## src/rtl/bcd2bin_pkg.sv

```systemverilog
// Shared types and constants for the four-digit BCD-to-binary converter.
package bcd2bin_pkg;

  localparam int BCD_DIGITS = 4;
  localparam logic [3:0] BCD_MAX = 4'd9;
  localparam int ACC_W = 14;

  typedef enum logic [1:0] {
    IDLE = 2'd0,
    ACC  = 2'd1,
    DONE = 2'd2
  } state_t;

  function automatic logic bcd_invalid(input logic [3:0] digit);
    return digit > BCD_MAX;
  endfunction

endpackage

```

## src/rtl/bcd2bin_if.sv

```systemverilog
// Start/ready handshake, digit inputs and result outputs of bcd2bin.
interface bcd2bin_if #(
  parameter int N = 16
);
  logic         strt_bin;
  logic [3:0]   bcd_ones;
  logic [3:0]   bcd_tens;
  logic [3:0]   bcd_hundreds;
  logic [3:0]   bcd_thousands;
  logic [N-1:0] out;
  logic         rdy;
  logic         busy;
  logic         err;

  modport master (
    output strt_bin, bcd_ones, bcd_tens, bcd_hundreds, bcd_thousands,
    input  out, rdy, busy, err
  );

  modport slave (
    input  strt_bin, bcd_ones, bcd_tens, bcd_hundreds, bcd_thousands,
    output out, rdy, busy, err
  );
endinterface

```

## src/rtl/bcd2bin_mul10_add.sv

```systemverilog
// One Horner step: acc*10 + digit, built from shifts and adds, truncated to ACC_W.
module mul10_add
  import bcd2bin_pkg::*;
(
  input  logic [ACC_W-1:0] acc,
  input  logic [3:0]       digit,
  output logic [ACC_W-1:0] result
);

  // All terms are ACC_W wide, so bits shifted past the top simply drop.
  assign result = (acc << 3) + (acc << 1) + {{(ACC_W-4){1'b0}}, digit};

endmodule

```

## src/rtl/bcd2bin.sv

```systemverilog
// Sequential BCD-to-binary converter: four multiply-by-ten-and-add steps, thousands first.
//   state | meaning
//   IDLE  | waiting for strt_bin; latches digits and checks them on start
//   ACC   | one acc*10+digit step per cycle, idx counts 3 down to 0
//   DONE  | publishes out/err and pulses rdy, then back to IDLE
module bcd2bin
  import bcd2bin_pkg::*;
#(
  parameter int N = 16
) (
  input  logic     clk,
  input  logic     rst,
  bcd2bin_if.slave bus
);

  state_t                         state, state_nxt;
  logic [1:0]                     idx;
  logic [BCD_DIGITS-1:0][3:0]     dig;
  logic                           err_flag;
  logic [ACC_W-1:0]               acc, acc_nxt;
  logic                           load, step, finish;
  logic                           any_invalid;

  assign any_invalid = bcd_invalid(bus.bcd_ones) | bcd_invalid(bus.bcd_tens) |
                       bcd_invalid(bus.bcd_hundreds) | bcd_invalid(bus.bcd_thousands);

  mul10_add u_mul10_add (
    .acc    (acc),
    .digit  (dig[idx]),
    .result (acc_nxt)
  );

  always_ff @(posedge clk) begin
    if (!rst) state <= IDLE;
    else      state <= state_nxt;
  end

  always_comb begin
    state_nxt = state;
    case (state)
      IDLE:    if (bus.strt_bin) state_nxt = ACC;
      ACC:     if (idx == 2'd0)  state_nxt = DONE;
      DONE:    state_nxt = IDLE;
      default: state_nxt = IDLE;
    endcase
  end

  always_comb begin
    load     = (state == IDLE) && bus.strt_bin;
    step     = (state == ACC);
    finish   = (state == DONE);
    bus.busy = (state != IDLE);
  end

  always_ff @(posedge clk) begin
    if (!rst) begin
      acc      <= '0;
      idx      <= 2'd3;
      dig      <= '0;
      err_flag <= 1'b0;
      bus.out  <= '0;
      bus.rdy  <= 1'b0;
      bus.err  <= 1'b0;
    end else begin
      bus.rdy <= 1'b0;
      if (load) begin
        dig      <= {bus.bcd_thousands, bus.bcd_hundreds, bus.bcd_tens, bus.bcd_ones};
        err_flag <= any_invalid;
        acc      <= '0;
        idx      <= 2'd3;
      end
      if (step) begin
        acc <= acc_nxt;
        idx <= idx - 2'd1;
      end
      // Bad digits still run the full sequence so latency never varies.
      if (finish) begin
        bus.out <= err_flag ? '0 : N'(acc);
        bus.err <= err_flag;
        bus.rdy <= 1'b1;
      end
    end
  end

endmodule
```

## src/flat_wrapper.sv

```systemverilog
// flat-port wrapper written by rule: the top's interface ports become plain ports
module bcd2bin_flat import bcd2bin_pkg::*;
#(
  parameter int N = 16
)
  (clk, rst, bus_strt_bin, bus_bcd_ones, bus_bcd_tens, bus_bcd_hundreds, bus_bcd_thousands, bus_out, bus_rdy, bus_busy, bus_err);
  bcd2bin_if #(.N(N)) bus_i ();
  input  logic clk;
  input  logic rst;
  input wire logic [$bits(bus_i.strt_bin)-1:0] bus_strt_bin;
  input wire logic [$bits(bus_i.bcd_ones)-1:0] bus_bcd_ones;
  input wire logic [$bits(bus_i.bcd_tens)-1:0] bus_bcd_tens;
  input wire logic [$bits(bus_i.bcd_hundreds)-1:0] bus_bcd_hundreds;
  input wire logic [$bits(bus_i.bcd_thousands)-1:0] bus_bcd_thousands;
  output wire logic [$bits(bus_i.out)-1:0] bus_out;
  output wire logic [$bits(bus_i.rdy)-1:0] bus_rdy;
  output wire logic [$bits(bus_i.busy)-1:0] bus_busy;
  output wire logic [$bits(bus_i.err)-1:0] bus_err;
  assign bus_i.strt_bin = bus_strt_bin;
  assign bus_i.bcd_ones = bus_bcd_ones;
  assign bus_i.bcd_tens = bus_bcd_tens;
  assign bus_i.bcd_hundreds = bus_bcd_hundreds;
  assign bus_i.bcd_thousands = bus_bcd_thousands;
  assign bus_out = bus_i.out;
  assign bus_rdy = bus_i.rdy;
  assign bus_busy = bus_i.busy;
  assign bus_err = bus_i.err;
  bcd2bin #(.N(N)) u_core (.clk(clk), .rst(rst), .bus(bus_i));
endmodule
```

## config.mk

```make
export PLATFORM = sky130hd
export DESIGN_NAME = bcd2bin_flat
export DESIGN_NICKNAME = d
export VERILOG_FILES = /design/src/rtl/bcd2bin_pkg.sv /design/src/rtl/bcd2bin_if.sv /design/src/rtl/bcd2bin_mul10_add.sv /design/src/rtl/bcd2bin.sv /design/src/flat_wrapper.sv
export SDC_FILE = /design/constraint.sdc
export NUM_CORES = 1
export LEC_CHECK = 0
export BUFFER_PORTS_ARGS = -buffer_cell sky130_fd_sc_hd__clkbuf_2
export CORE_MARGIN = 10
export CORE_UTILIZATION = 57
export CTS_BUF_LIST = sky130_fd_sc_hd__clkbuf_16
export CTS_CLUSTER_DIAMETER = 50
export DETAILED_ROUTE_END_ITERATION = 16
export PLACE_DENSITY = 0.83
export SYNTH_ARGS = -nofsm -noshare
export SYNTH_HDL_FRONTEND = slang
export SYNTH_SLANG_ARGS = --single-unit
```

## constraint.sdc

```tcl
create_clock -name clk -period 3.6 [get_ports clk]
set_input_delay 0.54 -clock clk [delete_from_list [all_inputs] [get_ports clk]]
set_output_delay 0.54 -clock clk [all_outputs]
set_load 0.01 [all_outputs]
```

After elaboration in Yosys (flattened, before gate mapping)

Cells that the tools add are included.

Register bits after elaboration: 53
Input bits: 19

Bitwise operators: 3
$add $sub $neg: 3
Muxes and demuxes: 11
Order comparisons: 5
Reductions and logical operators: 6
Equality and inequality tests: 4

Operators with widths:

| kind                                                       | number |
|---|---|
| two-way mux 14 bit                                         | 3 |
| greater-than comparator 4 bit, second input constant       | 4 |
| adder 14 bit                                               | 1 |
| adder 14 x 4 -> 14 bit                                     | 1 |
| binary-select mux 4 bit (select 2 bit)                     | 1 |
| two-way mux 2 bit                                          | 4 |
| zero test 2 bit                                            | 2 |
| two-way mux 4 bit                                          | 1 |
| inequality test 2 bit, second input constant               | 2 |
| one-hot mux 2 bit (2 select lines)                         | 1 |
| nonzero test 2 bit                                         | 2 |
| less-than comparator 2 x 3 -> 1 bit, second input constant | 1 |
| OR 1 bit                                                   | 3 |
| == test 2 x 1 -> 1 bit, second input constant              | 1 |
| == test 2 bit, second input constant                       | 1 |
| AND reduction 2 bit                                        | 1 |
| subtractor 2 x 1 -> 2 bit, second input constant           | 1 |
| logical AND 1 bit                                          | 1 |
| two-way mux 1 bit                                          | 1 |

Longest topological paths before layout

Gate-level depths: netlist of the first run.

Depth in word-level cells: 4
Gate-level depth with buffers: 11
Depth with buffers taken out: 10

By module

Synthesis of the first run repeated with hierarchy kept, for this count alone.

Cell total of the unflattened synthesis: 315
Area total of the unflattened synthesis: 2,979.1 um^2

By module, submodules not included:

| module    | seq. area each (um^2) | cells an instance | area an instance (um^2) | times used |
|---|---|---|---|---|
| bcd2bin   | 1,021.0               | 240               | 2,323.5                 | 1 |
| mul10_add | 0.0                   | 75                | 655.6                   | 1 |

Worst setup path after synthesis of the first run

No wires, ideal clock.

Path type: reg-to-reg
Start point: register u_core.idx[0]
End point: register u_core.acc[12]
Clock period less this slack: 2.995 ns
Arrival time: 2.878 ns
Setup time: 0.117 ns
Slack: 0.605 ns
Stages on the path, launching flop included: 12
Cells stage by stage: dfxtp_1 clkbuf_1 mux4_2 ha_1 ha_1 inv_1 fa_1 nor2b_4 o31ai_2 a21oi_1 or4_1 a32o_1

Word-level cells in the longest chain between the ends: 4

Ends and longest elaborated chain:

| what                                    | RTL line                | RTL |
|---|---|---|
| from (decl)                             | bcd2bin.sv:17           | `logic [1:0] idx;` |
| from (signal assigned)                  | bcd2bin.sv:74           | `idx <= idx - 2'd1;` |
| binary-select mux 4 bit (select 2 bit)  | bcd2bin.sv:29           | `.digit (dig[idx]),` |
| two-way mux 4 bit (implied by the code) | bcd2bin.sv:29           |  |
| adder 14 x 4 -> 14 bit                  | bcd2bin_mul10_add.sv:11 | `assign result = (acc << 3) + (acc << 1) + {{(ACC_W-4){1'b0}}, digit};` |
| two-way mux 14 bit                      | bcd2bin.sv:72           | `if (step) begin` |
| to (signal assigned)                    | bcd2bin.sv:73           | `acc <= acc_nxt;` |
| to (decl)                               | bcd2bin.sv:20           | `logic [ACC_W-1:0] acc, acc_nxt;` |

Every way passes these cells. The select of a mux whose other input is x is not followed.
A chain may end at the register's enable or synchronous reset.

Final worst setup path of the first run

Same ends and word-level chain as after synthesis.

==> results by group, run 1 <==
Placement
  – Worst slack at placement: 0.516 ns
  – GP Congestion: between 0.8 and 0.9
  – DP Wirelength: 4.49 mm
  – Placed insts: 402
  – DP Area: 2970 um^2
  – Buffers on Ports: 35

Timing
  – Worst Skew: 0.00741 ns
  – Slew at the pin with the worst max-slew slack: 0.967 ns
  – Relative slew margins: 0.354
  – Period Utilization, post-route: 0.860
  – Peak Freq: approximately 320 MHz
  – Final max-slew violation count: 0
  – WHS: 0.466 ns
  – Setup WS post-layout: about 0.5 ns
  – RSZ-0062 raised after global routing: false
  – Min Tclk post-route: 3.10 ns
  – Hold Vio Cnt, Final: 0
  – Final setup viols: 0
  – Total Neg Setup Slack: 0 ns

Clock network
  – Clk_lat worst skew: a little under 0.3 ns
  – Clock Sinks: 51
  – CTS clk-pin slew, worst paths: 0.07 ns
  – H-tree depth: 2
  – Cts repair resizes: 0
  – Post-CTS Setup Bufs: 0
  – Clk buf depth: 2
  – TritonCTS clock tree: done
  – Hold_buf cts: 0
  – Root buffer cell: clkbuf_16
  – Number of buffers created by CTS: 5

Setup path
  – Worst Path Required: 3.78 ns
  – CP Class: register to register
  – Reg2reg end: u_core.acc[12]
  – Slack of the worst reg-to-reg path: 0.50 ns
  – Endpoint class of the critical path: register
  – FF-to-FF path depth: 10
  – Worst path arrival time: roughly 3.3 ns
  – Critical Path Source Type: register
  – FF-to-FF Start: u_core.idx[0]
  – Worst Path Max Fanout: 5
  – Worst setup startpoint: u_core.idx[0]
  – CP Capture Point: u_core.acc[12]

Global routing
  – Largest net degree at the start of global routing: between 40 and 50
  – Global-route wire length before repair: 10.5 mm
  – Global Route Usage Sum: 0.150
  – Initial antenna violation count: 0
  – GRT overflow: 0
  – Vias in the first global route: approximately 2,300

Route
  – Post-route ant nets: 0
  – Vias per cell: 5.71
  – Final WL: 6.13 mm
  – Vias: about 2,300
  – Initial drt markers: 91
  – Avg WL per Cell: roughly 15 um
  – DRC Markers: 0
  – First-pass DRT Iterations: 4

Cells and area
  – Most common cell after layout, fill and taps aside: nand2_1
  – ANT cells: 0
  – Share of cells above drive strength 1: 0.155
  – # fillers: 388
  – Design area: 3150 um^2
  – Layout Cells excl Fill: between 400 and 500
  – Most frequent cells in the layout: 61 x nand2_1, 51 x dfxtp_1, 36 x a21boi_0, 35 x clkbuf_2, 23 x ha_1
  – Final net count: 386
  – Area Overhead vs Synth: 12.8%

Floorplanning
  – Initial Utilization: 0.590
  – Cell Rows: 25
  – Die Height: 89.9 um
  – I/O Pins: 38
  – Core Footprint: 4720 um^2
  – Die ar.: 8090 um^2
  – Die width: about 90 um

Synthesis
  – Main flop type after synthesis: dfxtp_1
  – Simple-gate share of the synthesized area: 0.211
  – Fraction of synthesized area in multiplexers: 0.0323
  – Ys Warns: 0
  – Post-synthesis compound-gate area fraction: 0.216
  – Post-Synth Adder-Cell Area: 0.118
  – Post-synth EDFFs: 0
  – Register bit total from synthesis: 51
  – Sequential area share after synthesis: 0.366
  – Post-synthesis cell area: 2790 um^2
  – Synth Instances: between 300 and 400
  – Largest family of logic cells by synthesized area: compound AO/OA/AOI/OAI gates
  – Syn_area_per_cell: ~9 um^2
  – Post-synth ARST share: 0
  – Xor and xnor area share after synthesis: 0.00943
  – Netlist cell types: 42

Outcome
  – Outcome: finished clean

Min path
  – Worst hold path class: register to register
  – Startpoint of the worst hold path: u_core.bus.out[11]

Pwr
  – IR drop worst, VDD: 0.000345 V
  – Power density cells: 397 nW/um^2
  – Leakage: 1.40 nW

Job
  – Maxcap violations: 0
## per-layer routing
metal	vias to the layer above	GRT usage	part of all wire
li1	1160	-	-
met1	1105	0.176	0.44
met2	66	0.255	0.49
met3	9	0.0407	0.053
met4	0	0.0557	0.016
met5	-	0	0
## Yosys cell counts, types with 3 or more instances
cell type | instances | area (um^2)
o21ai_0 | 12 | 60.1
mux4_2 | 4 | 90.1
a32o_1 | 4 | 40.0
and3_1 | 4 | 25.0
or3_1 | 5 | 31.3
a21o_1 | 8 | 60.1
inv_1 | 12 | 45.0
and2_1 | 4 | 25.0
nor2_1 | 4 | 15.0
o21a_1 | 3 | 22.5
nand3b_1 | 13 | 97.6
nand2_1 | 61 | 229
nor2b_1 | 4 | 25.0
a21boi_0 | 36 | 270
ha_1 | 23 | 288
clkbuf_1 | 16 | 60.1
nand3_1 | 10 | 50.1
a21oi_1 | 12 | 60.1
dfxtp_1 | 51 | 1020
## area by class of cell
class	count	area, um^2	area share
Multi-Input combinational cell	236	1640	0.521
Sequential cell	51	1020	0.325
Timing Repair Buffer	36	183	0.0581
Clock buffer	5	125	0.0398
Tap cell	67	83.8	0.0267
Clock inverter	3	47.5	0.0151
Inverter	12	45.0	0.0143
## worst min path at each step
stage	end	depth (start not counted)
final	u_core.bus.out[11]	2
after global routing	u_core.bus.out[9]	2
after CTS	u_core.dig[13]	2
after detailed placement	u_core.dig[13]	2
after global placement	u_core.bus.out[12]	2
after floorplan	u_core.acc[13]	1
## kinds of logic after synthesis
kind of cell               Yosys count
AOI/OAI and AO/OA                   85
xor gates and xnor gates             3
adders and majority gates           25
buffers and inverters               32
DFF                                 51
muxes                                4
other                                1
and+or+nand+nor                    117
## sequential cells by signal (all words and copies together) (netlist names)
register,count
u_core.dig,16
u_core.acc,14
u_core.bus.out,14
u_core.idx,2
u_core.state,2
u_core.bus.err,1
u_core.bus.rdy,1
u_core.err_flag,1
## stage by stage
step	util	total power, mW
2_1_floorplan	-	0.686
3_3_place_gp	0.629	0.714
3_5_place_dp	0.629	0.717
4_1_cts	0.666	1.26
5_1_grt	0.666	1.29
6_report	0.666	1.25
## report_power, final
part	internal, mW	switching [mW]	total (mW)
Clock	0.332	0.212	0.544
Combinational	0.0478	0.0606	0.108
Sequential	0.580	0.0162	0.597
Total	0.960	0.289	1.25
## worst max-delay path, stage by stage (launching register included)
cell,delay [ns]
dfxtp_1,0.48
mux4_2,0.54
ha_1,0.29
ha_1,0.21
inv_1,0.08
fa_1,0.23
nor2b_4,0.06
o31ai_2,0.30
a21oi_1,0.13
or4_1,0.41
a32o_1,0.25
No activity file was read; power rests on OpenSTA's default activity.
==> run 2: changes to the inputs <==
--- a/config.mk
+++ b/config.mk
@@ -7,11 +7,12 @@
 export LEC_CHECK = 0
 export BUFFER_PORTS_ARGS = -buffer_cell sky130_fd_sc_hd__clkbuf_2
 export CORE_MARGIN = 10
-export CORE_UTILIZATION = 57
+export CORE_UTILIZATION = 45
 export CTS_BUF_LIST = sky130_fd_sc_hd__clkbuf_16
 export CTS_CLUSTER_DIAMETER = 50
 export DETAILED_ROUTE_END_ITERATION = 16
-export PLACE_DENSITY = 0.83
+export PLACE_DENSITY = 0.69
+export RECOVER_POWER = 25
 export SYNTH_ARGS = -nofsm -noshare
 export SYNTH_HDL_FRONTEND = slang
 export SYNTH_SLANG_ARGS = --single-unit
==> results by group, run 2 (synthesis results as in run 1) <==
Outcome
  – Outcome: finished clean

Clock network
  – TritonCTS clock tree: done
  – Root buffer cell: clkbuf_16
  – Clk_lat worst skew: 0.29 ns
  – CTS clk-pin slew, worst paths: roughly 0.070 ns
  – Hold_buf cts: 0
  – Clock Sinks: 51
  – Cts repair resizes: 0
  – H-tree depth: 2
  – Number of buffers created by CTS: 5
  – Post-CTS Setup Bufs: 0
  – Clk buf depth: 2

Route
  – DRC Markers: 0
  – Highest Signal Layer: met4
  – First-pass DRT Iterations: 4
  – Initial drt markers: 85
  – Wl on met1: roughly 3.0 mm
  – Post-route ant nets: 0
  – Metal3 WL: 209 um
  – Final WL: 6.30 mm
  – Vias: 2,321
  – WL met2: 3.00 mm
  – Avg WL per Cell: 15.1 um
  – Vias per cell: 5.55

Floorplanning
  – Die ar.: 9740 um^2
  – Initial Utilization: 0.468
  – Cell Rows: 28
  – Die Height: 98.7 um
  – I/O Pins: 38
  – Core Footprint: about 6000 um^2
  – Die width: 98.7 um

Timing
  – Setup WS post-layout: 0.524 ns
  – Worst Skew: a little under 0.007 ns
  – Final setup viols: 0
  – Slew at the pin with the worst max-slew slack: 1.13 ns
  – RSZ-0062 raised after global routing: false
  – Min Tclk post-route: 3.08 ns
  – Total Neg Setup Slack: 0 ns
  – Peak Freq: 325 MHz
  – Period Utilization, post-route: 0.855
  – Hold Vio Cnt, Final: 0
  – Relative slew margins: 0.248
  – Final max-slew violation count: 0

Cells and area
  – Final net count: 386
  – Biggest register: u_core.dig
  – Final Util: 0.522
  – Layout Cells excl Fill: 418
  – Most common cell after layout, fill and taps aside: nand2_1
  – Share of cells above drive strength 1: 0.105
  – ANT cells: 0
  – Biggest regs: u_core.dig x16, u_core.acc x14, u_core.bus.out x14
  – Area Overhead vs Synth: 11.5%
  – Most frequent cells in the layout: 61 x nand2_1, 51 x dfxtp_1, 36 x a21boi_0, 23 x ha_1, 19 x clkbuf_2
  – Max FFs per register: 16
  – # fillers: 590

Pwr
  – Leakage: 1.33 nW
  – IR drop worst, VDD: around 0.00023 V
  – Power density cells: between 300 and 400 nW/um^2

Job
  – Maxcap violations: 0

Global routing
  – Global Route Usage Sum: 0.127
  – Global-route wire length before repair: 10.6 mm
  – GRT overflow: 0
  – Vias in the first global route: 2,193
  – Initial antenna violation count: 0
  – Largest net degree at the start of global routing: 49

Setup path
  – Most used cell, CP: ha_1
  – Crit-path slowest cell: mux4_2
  – Worst path arrival time: between 3 and 4 ns
  – FF-to-FF path depth: 10
  – CP Class: register to register
  – Reg2reg end: u_core.acc[12]
  – CP cell instances: mux4_2 > ha_1 > ha_1 > inv_1 > fa_1 > nor2b_4 > o31ai_2 > a21oi_1 > or4_1 > a32o_1
  – Worst Path Max Fanout: 5
  – FF-to-FF Start: u_core.idx[0]
  – Endpoint class of the critical path: register
  – Largest stage delay, worst path: 0.54 ns
  – Slack of the worst reg-to-reg path: 0.52 ns
  – Critical Path Source Type: register
  – Worst Path Required: between 3 and 4 ns

Placement
  – Placed insts: 410
  – Worst slack at placement: around 0.5 ns
  – GP Congestion: 0.888
  – DP Wirelength: 4.71 mm
  – Buffers on Ports: 35

Min path
  – Hold path cells: 2
  – Worst hold path class: register to register
  – Startpoint of the worst hold path: u_core.bus.out[1]
  – Min-Delay Endpoint: u_core.bus.out[1]
-- run 2: changes by cell type in the layout (fill, tap and decap cells not counted), sizes merged --
| cell | before | now |
|---|---|---|
| inv | 13 | 12 |
| bufinv | 1 | 0 |
| clkinv | 1 | 2 |
| clkinvlp | 0 | 1 |
-- run 2: worst max path at each step --
stage,endpoint,slack [ns],start,cells past startpoint
detailed placement,u_core.acc[12],0.49,u_core.idx[0],10
global placement,u_core.acc[12],0.60,u_core.idx[0],10
global route,u_core.acc[12],0.32,u_core.idx[0],10
floorplan,u_core.acc[12],0.60,u_core.idx[0],11
CTS,u_core.acc[12],0.50,u_core.idx[0],10
finish,u_core.acc[12],0.52,u_core.idx[0],10
-- run 2: worst max-delay path, delay by kind of cell (launching register included) --
family,cells,cell delay [ns]
AOI/OAI and AO/OA,3,0.68
muxes,1,0.54
DFF,1,0.47
and+or+nand+nor,2,0.48
buffers and inverters,1,0.07
adders and majority gates,3,0.73
-- run 2: metrics by stage --
step | area [um^2] | hold slack [ns] | power, mW
after floorplan | 2790 | 0.436 | 0.686
after global placement | 2980 | 0.452 | 0.715
after detailed placement | 2980 | 0.461 | 0.718
after CTS | 3130 | 0.470 | 1.18
after global routing | 3110 | 0.485 | 1.22
final | 3110 | 0.465 | 1.17
-- run 2: report_power, final --
group / switching [mW] / internal [mW] / total (mW) / leakage (nW)
Sequential: 0.0157 / 0.580 / 0.596 / 0.414
Combinational: 0.0605 / 0.0477 / 0.108 / 0.846
Clock: 0.213 / 0.257 / 0.469 / 0.0674
-- run 2: metal layers --
| metal | vias up | GRT usage |
|---|---|---|
| li1 | 1163 | - |
| met2 | 44 | 0.213 |
| met3 | 8 | 0.0307 |
| met4 | 0 | 0.0419 |
| met5 | - | 0 |
| met1 | 1106 | 0.156 |
-- run 2: area by class of cell --
type,count,area (um^2),area share
timing repair buffer,36,163,0.0523
tap,75,93.8,0.0302
sequential,51,1020,0.329
clock inverter,3,20.0,0.00644
inverter,12,45.0,0.0145
clock buffer,5,125,0.0403
multi-input combinational,236,1640,0.528
